<file path="config.mk">
export PLATFORM = sky130hd
export DESIGN_NAME = key_event_sched
export DESIGN_NICKNAME = d
export VERILOG_FILES = /design/src/rtl/key_pkg.sv /design/src/rtl/ev_fifo.sv /design/src/rtl/key_event_sched.sv
export SDC_FILE = /design/constraint.sdc
export NUM_CORES = 1
export LEC_CHECK = 0
export CAP_MARGIN = 20
export CORE_MARGIN = 2
export CORE_UTILIZATION = 34
export DETAILED_ROUTE_END_ITERATION = 10
export SYNTH_ARGS = -nofsm -noshare
export SYNTH_HDL_FRONTEND = slang
export SYNTH_SLANG_ARGS = --single-unit
</file>
<file path="constraint.sdc">
create_clock -name clk -period 7.9 [get_ports clk]
set_input_delay 1.58 -clock clk [delete_from_list [all_inputs] [get_ports clk]]
set_output_delay 1.58 -clock clk [all_outputs]
set_load 0.05 [all_outputs]
</file>
<file path="src/rtl/key_pkg.sv">
// Shared defaults and the event record for the key event scheduler.
package key_pkg;
   localparam int NBTN   = 20;
   localparam int CODE_W = 5;
   localparam int EV_W   = CODE_W + 1;

   typedef struct packed {
      logic              press;
      logic [CODE_W-1:0] code;
   } ev_t;
endpackage

</file>
<file path="src/rtl/ev_fifo.sv">
// Synchronous circular-buffer FIFO; head entry is read directly at the head pointer.
module ev_fifo #(
   parameter int WIDTH = 6,
   parameter int DEPTH = 8
) (
   input  logic                   clk,
   input  logic                   rst,
   input  logic                   push,
   input  logic                   pop,
   input  logic [WIDTH-1:0]       wdata,
   output logic [WIDTH-1:0]       rdata,
   output logic                   full,
   output logic                   empty,
   output logic [$clog2(DEPTH):0] count
);
   localparam int AW = $clog2(DEPTH);

   logic [WIDTH-1:0] mem_q [DEPTH];
   logic [WIDTH-1:0] mem_d [DEPTH];
   logic [AW-1:0]    head_q, head_d, tail_q, tail_d;
   logic [AW:0]      count_q, count_d;
   logic             wr, rd;

   assign empty = (count_q == '0);
   assign full  = (count_q == (AW+1)'(DEPTH));
   assign count = count_q;
   // A push into a full buffer is legal only when the head leaves on the same edge.
   assign rd    = pop && !empty;
   assign wr    = push && (!full || rd);
   assign rdata = empty ? '0 : mem_q[head_q];

   always_comb begin
      mem_d   = mem_q;
      head_d  = head_q + AW'(rd);
      tail_d  = tail_q + AW'(wr);
      count_d = count_q + (AW+1)'(wr) - (AW+1)'(rd);
      if (wr) mem_d[tail_q] = wdata;
   end

   always_ff @(posedge clk or negedge rst) begin
      if (!rst) begin
         for (int i = 0; i < DEPTH; i++) mem_q[i] <= '0;
         head_q  <= '0;
         tail_q  <= '0;
         count_q <= '0;
      end else begin
         mem_q   <= mem_d;
         head_q  <= head_d;
         tail_q  <= tail_d;
         count_q <= count_d;
      end
   end
endmodule

</file>
<file path="src/rtl/key_event_sched.sv">
// Per-key change detector that queues press/release events, lowest key first,
// into an event FIFO drained over a valid/ready handshake.
module key_event_sched #(
   parameter int NBTN   = key_pkg::NBTN,
   parameter int DEPTH  = 8,
   parameter int CODE_W = key_pkg::CODE_W
) (
   input  logic              clk,
   input  logic              rst,
   input  logic [NBTN-1:0]   button,
   input  logic              ev_ready,
   input  logic              ovf_clr,
   output logic              ev_valid,
   output logic [CODE_W-1:0] ev_code,
   output logic              ev_press,
   output logic              irq,
   output logic              ovf
);
   import key_pkg::*;

   localparam int EW = CODE_W + 1;

   logic [NBTN-1:0]        last_q, last_d;
   logic [NBTN-1:0]        pending_q, pending_d;
   logic [NBTN-1:0]        level_q, level_d;
   logic                   ovf_q, ovf_d;
   logic [NBTN-1:0]        chg, sel_onehot, disp_mask;
   logic [CODE_W-1:0]      sel;
   logic                   sel_level, dispatch, pop;
   logic                   fifo_full, fifo_empty;
   logic [EW-1:0]          push_data, head_data;
   logic [$clog2(DEPTH):0] fifo_count;

   function automatic logic [CODE_W-1:0] lowest_set(input logic [NBTN-1:0] v);
      logic [CODE_W-1:0] r;
      r = '0;
      for (int i = NBTN - 1; i >= 0; i--)
         if (v[i]) r = CODE_W'(i);
      return r;
   endfunction

   assign chg        = button ^ last_q;
   assign sel        = lowest_set(pending_q);
   assign sel_onehot = NBTN'(1) << sel;
   assign sel_level  = |(level_q & sel_onehot);
   assign pop        = ev_valid && ev_ready;
   assign dispatch   = (|pending_q) && (!fifo_full || pop);
   assign disp_mask  = dispatch ? sel_onehot : '0;
   assign push_data  = {sel_level, sel};

   always_comb begin
      last_d    = button;
      level_d   = (level_q & ~chg) | (button & chg);
      // A fresh change wins over the clear of the key being dispatched.
      pending_d = chg | (pending_q & ~disp_mask);
      ovf_d     = ovf_q;
      if (ovf_clr) ovf_d = 1'b0;
      if (|(chg & pending_q & ~disp_mask)) ovf_d = 1'b1;
   end

   always_ff @(posedge clk or negedge rst) begin
      if (!rst) begin
         last_q    <= '0;
         pending_q <= '0;
         level_q   <= '0;
         ovf_q     <= 1'b0;
      end else begin
         last_q    <= last_d;
         pending_q <= pending_d;
         level_q   <= level_d;
         ovf_q     <= ovf_d;
      end
   end

   ev_fifo #(
      .WIDTH (EW),
      .DEPTH (DEPTH)
   ) u_fifo (
      .clk   (clk),
      .rst   (rst),
      .push  (dispatch),
      .pop   (pop),
      .wdata (push_data),
      .rdata (head_data),
      .full  (fifo_full),
      .empty (fifo_empty),
      .count (fifo_count)
   );

   assign ev_valid = !fifo_empty;
   assign irq      = ev_valid;
   assign ev_code  = head_data[CODE_W-1:0];
   assign ev_press = head_data[CODE_W];
   assign ovf      = ovf_q;
endmodule

</file>
# Word level (Yosys, flattened, before mapping)
# Cells that the tools add are included.
# op_classes
add_sub_neg,4
n_mul,0
div,0
n_lt_le_gt_ge,3
eq_ne,1
n_shift,1
muxes,30
bitwise,13
reduce_logical,14
# ops
operator,n
20-bit bitwise AND,6
5-bit 2-to-1 mux,20
20-bit OR reduction,3
48-bit bitwise mux,1
20-bit inverter,2
20-bit OR,2
6-bit 2-to-1 mux,4
20-bit 2-to-1 mux,1
1-bit by 5-bit << shifter with 20-bit output (first input constant),1
20-bit XOR,1
6-bit binary-select mux with 3-bit select,1
6-bit demux with 3-bit select,1
4-bit >= comparator (second input constant),2
3-bit inverter with 4-bit output,2
3-bit by 1-bit adder with 3-bit output,2
1-bit logical AND,5
4-bit by 1-bit adder with 4-bit output,1
4-bit == test (second input constant),1
4-bit zero test,1
4-bit by 1-bit less-than comparator with 1-bit output (second input constant),1
4-bit by 1-bit subtractor with 4-bit output,1
1-bit zero test,2
1-bit logical OR,2
1-bit 2-to-1 mux,2
2-bit nonzero test,1
# totals
register_bits,119
latchBits,0
ram_bits,0
rom_bits,0
in_bits,24
output_inout_bits,9
wordCells,81
memories,0

# Logic depth before layout (Yosys ltp)
# depth
ltp_word,26
depth_mapped,12
mapped_depth_nobuf,11

# By module
# From an unflattened synthesis, not the netlist that was laid out.
# hier_totals
hier_cells,531
hier_area_um2,5952.0
# modules_own_cells
mod,n_inst,cells_per_inst,area_each_um2,seq_area_each_um2
key_event_sched,1,326,3084.2,1526.5
ev_fifo,1,205,2867.8,1451.4

# Worst setup path before layout
# OpenSTA, ideal clock, no wires.
# synth_timing
kind,reg-to-output
startpoint,register u_fifo.head_q[0]
endpoint,output port ev_code[0]
t_arrival_ns,1.997
required_time_ns,6.320
setup_slack_ns,4.323
stages_incl_launch_ff,5
n_path_buf,1
cell_sequence,dfrtp_1 > buf_1 > mux4_2 > mux2i_1 > nor2_1
# synth_via
elab_chain_len,5
# synth_rtl
item,line_no,text
from (decl),ev_fifo.sv:20,"logic [AW-1:0] head_q, head_d, tail_q, tail_d;"
from (signal assigned),ev_fifo.sv:43,head_q <= '0;
from (signal assigned),ev_fifo.sv:48,head_q <= head_d;
3-bit inverter with 4-bit output (implied by the code),ev_fifo.sv:30,assign rdata = empty ? '0 : mem_q[head_q];
6-bit binary-select mux with 3-bit select,ev_fifo.sv:30,
6-bit 2-to-1 mux (implied by the code) (2 in series),ev_fifo.sv:30,
6-bit 2-to-1 mux,ev_fifo.sv:30,
to (decl),key_event_sched.sv:14,"output logic [CODE_W-1:0] ev_code,"
# Every way passes these cells. The select of a mux whose other input is x is not followed.

# Worst setup path after layout
# Same ends and word-level chain as after synthesis.

==> results.md <==
* Worst-Skew Late Latency at 420 ps
* Die area at 0.01798 mm2
* CP Capture Type: primary output
* Total gr overflow at 0
* Async S/R FF share, synth at 100.0%
* Combinational power share at 27.4%
* Die height at 134.1 um
* CTS sink cnt at 119
* Switch Pwr at 0.7153 mW
* Pins Over Slew Limit at 0
* Distinct cells, synth at 61
* Delay of the slowest critical-path stage at 860 ps
* Share of layout cells above drive strength 1 at 11.79%
* First-pass GRT wire length at 23970 um
* Wire per inst at 17.70 um
* Num CTS Buffers at 17
* Fin crit share at 55.70%
* Hold path start: u_fifo.mem_q[43]$_DFFE_PN0P_
* Largest family of logic cells by synthesized area: simple AND/OR/NAND/NOR gates
* CP Class: register to primary output
* Vias in the first global route at 4583
* Syn avg cell area at 10.41 um2
* Core Util, Final at 41.12%
* Fin Setup TNS at 0 ps
* Post-synthesis mux area share at 9.524%
* DRC at 0
* Mapped cell area at 0.005754 mm2
* Switching share of power at 33.65%
* Initial detailed-routing violation count at 362
* Pin count of the biggest net entering global routing at 73
* Via-per-instance ratio at 5.291
* R2R Setup Slk at 4650 ps
* VDD IR-drop max at 0.2658 mV
* #FFs+latches synth at 119
* Initial core utilization at 34.70%
* Hold path depth at 2
* Max-cap violations at 0
* Worst Setup Start Kind: register
* Sequential-to-total area share from yosys stat at 51.75%
* Post-DRT Antenna Nets at 0
* Skew final at 12.11 ps
* Internal at 1.411 mW
* Setup Viol. Count Final at 0
* Layout area overhead at 18.50%
* Post-synth EDFFs at 0
* Placed insts at 791
* Clk slew on worst S/H paths at 50 ps
* Commonest non-fill, non-tap cell in the layout: dfrtp_1
* CP cell instances: mux4_2 -> mux2i_1 -> nor2_1 -> clkdlybuf4s50_1
* I/O pin count at 33
* Postcts setup bufs at 0
* Cts-stage hold buffer count at 0
* Final Wtd Congestion at 0.9099
* Crit path time final at 4401 ps
* Post-Syn Instances at 553
* Fmax at 227.2 MHz
* Nets at 625
* Status: completed
* Drt first pass iters at 5
* PortBufs at 32
* H-tree Lvls at 4
* Final-report hold violation count at 0
* Most frequent cells in the layout: dfrtp_1, nand2_1, o21ai_0
* Cts repair resizes at 0
* Hold EP: u_fifo.mem_q[43]$_DFFE_PN0P_
* Worst reg2reg path depth at 8
* Ys Warns at 0
* Post-DP HPWL at 10530 um
* Clk root buf: clkbuf_16
* Worst Path Arrival at 2820 ps
* Critical path launch point: u_fifo.head_q[0]$_DFF_PN0_
* Tightest Pin Transition at 1026 ps
* Ys flop type: dfrtp_1
* Post-Route WL at 14550 um
* Antenna violations before repair at 0
* Pwr Density at 311.8 mW/mm2
* XOR/XNOR Fraction of Synth Area at 3.501%
* CP Buf/Inv Count at 1
* CP delay by family, top: flip-flops
* RR Endpoint: u_fifo.mem_q[5]$_DFFE_PN0P_
* Vias post-DR at 4349
* Worst r2r src: pending_q[2]$_DFF_PN0_
* Non-Filler Instances at 822
* RSZ-0062 raised after global routing: false
* Simple-gate portion of the synthesized area at 15.89%
* Sequential share of power at 39.0%
* Slew Limit Headroom at 30.88%
* All-Layer GR Usage at 17.40%
* Adder-cell share of the synthesized area at 2.522%
* WP data required at 6320 ps
* Clk buf depth at 2
* Row cnt at 47
* Core Box Area at 0.01658 mm2
* Worst Path Max Fanout at 13
* Clock network fraction of design power at 33.6%
* CP max-delay cell: dfrtp_1
* Synth Area in Compound Gates at 13.74%
* Synth Net Count at 588
* HP Class: register to register
* ANT cells at 0
* CTS tree: yes
* Die Width at 134.1 um
* Static Leakage at 2.904 nW
==> layer usage <==
metal	GRT usage, %	up-vias	wire length (um)
met5	0	-	0
met4	7.836	0	363
met3	4.611	25	656
met2	27.78	119	6913
met1	22.27	2178	6614
li1	-	2027	-
==> synthesized netlist by cell type, types with 3 or more instances <==
cell / n / share of area [%]
mux4_2: 12 / 4.7
nand3_1: 10 / 0.87
or4_1: 3 / 0.39
xor2_1: 6 / 0.91
a21oi_1: 12 / 1.0
clkbuf_1: 11 / 0.72
dfrtp_1: 119 / 52
nand3b_1: 3 / 0.39
mux2i_1: 12 / 2.1
a22oi_1: 7 / 0.91
nor2b_1: 7 / 0.76
nand2b_1: 6 / 0.65
o22ai_1: 4 / 0.43
o21ai_0: 70 / 6.1
nor2_1: 47 / 3.1
xnor2_1: 17 / 2.6
o31ai_1: 6 / 0.78
buf_6: 3 / 0.59
mux2_2: 14 / 2.7
a31oi_1: 3 / 0.33
inv_1: 24 / 1.6
ha_1: 10 / 2.2
and2_1: 5 / 0.54
nor4_1: 5 / 0.54
nor3_1: 7 / 0.61
nand2_1: 86 / 5.6
==> worst reg2reg max path: stages, from the launching register on <==
cell and delay [ps]:
dfrtp_1 490, nor4_4 450, and2_1 320, o21ai_0 420
a22oi_1 270, mux2_2 210, o32ai_1 120, a2111oi_4 660
mux2i_1 160
==> metrics by stage <==
stage,instance area (um2),setup WS (ps),power [mW],hold slack [ps]
finish,6819,3499,2.126,472.8
global route,6819,3305,2.251,500.7
CTS,6819,3430,2.153,480.3
detailed placement,6276,3850,1.428,467.7
global placement,6276,3904,1.402,456.3
floorplan,5754,4323,1.253,444.6
==> area by class of cell <==
| cell class | instances | area [um2] |
|---|---|---|
| clock buffers | 23 | 467.9 |
| flip-flops and latches | 119 | 2978 |
| clock inverters | 8 | 75.07 |
| multi-input cells | 394 | 2600 |
| fillers | 1621 | 9764 |
| well taps | 220 | 275.3 |
| inverters | 24 | 90.09 |
| repair buffers | 34 | 332.8 |
==> cells by family after synthesis <==
logic type,Yosys count
and+or+nand+nor,195
xor gates and xnor gates,23
adders and majority gates,11
DFF,119
buffers and inverters,40
AOI/OAI and AO/OA,127
muxes,38
==> worst max-delay path by stage <==
stage                                   end  slack (ps)  depth (start not counted)
2_1_floorplan                    ev_code[0]        4320                          4
3_5_place_dp   u_fifo.mem_q[34]$_DFFE_PN0P_        3850                          7
4_1_cts                          ev_code[0]        3430                          4
3_3_place_gp                     ev_code[0]        3900                          4
6_report                         ev_code[0]        3500                          4
5_1_grt                          ev_code[0]        3300                          4
==> power by group through the flow <==
stage          Sequential (mW)  Combinational [mW]  Clock, mW
6_report                 0.830               0.582      0.714
5_1_grt                  0.848               0.645      0.759
4_1_cts                  0.831               0.588      0.734
3_5_place_dp             0.841               0.587          0
3_3_place_gp             0.835               0.567          0
2_1_floorplan            0.775               0.478          0
Power figures use the tool's default switching activity.
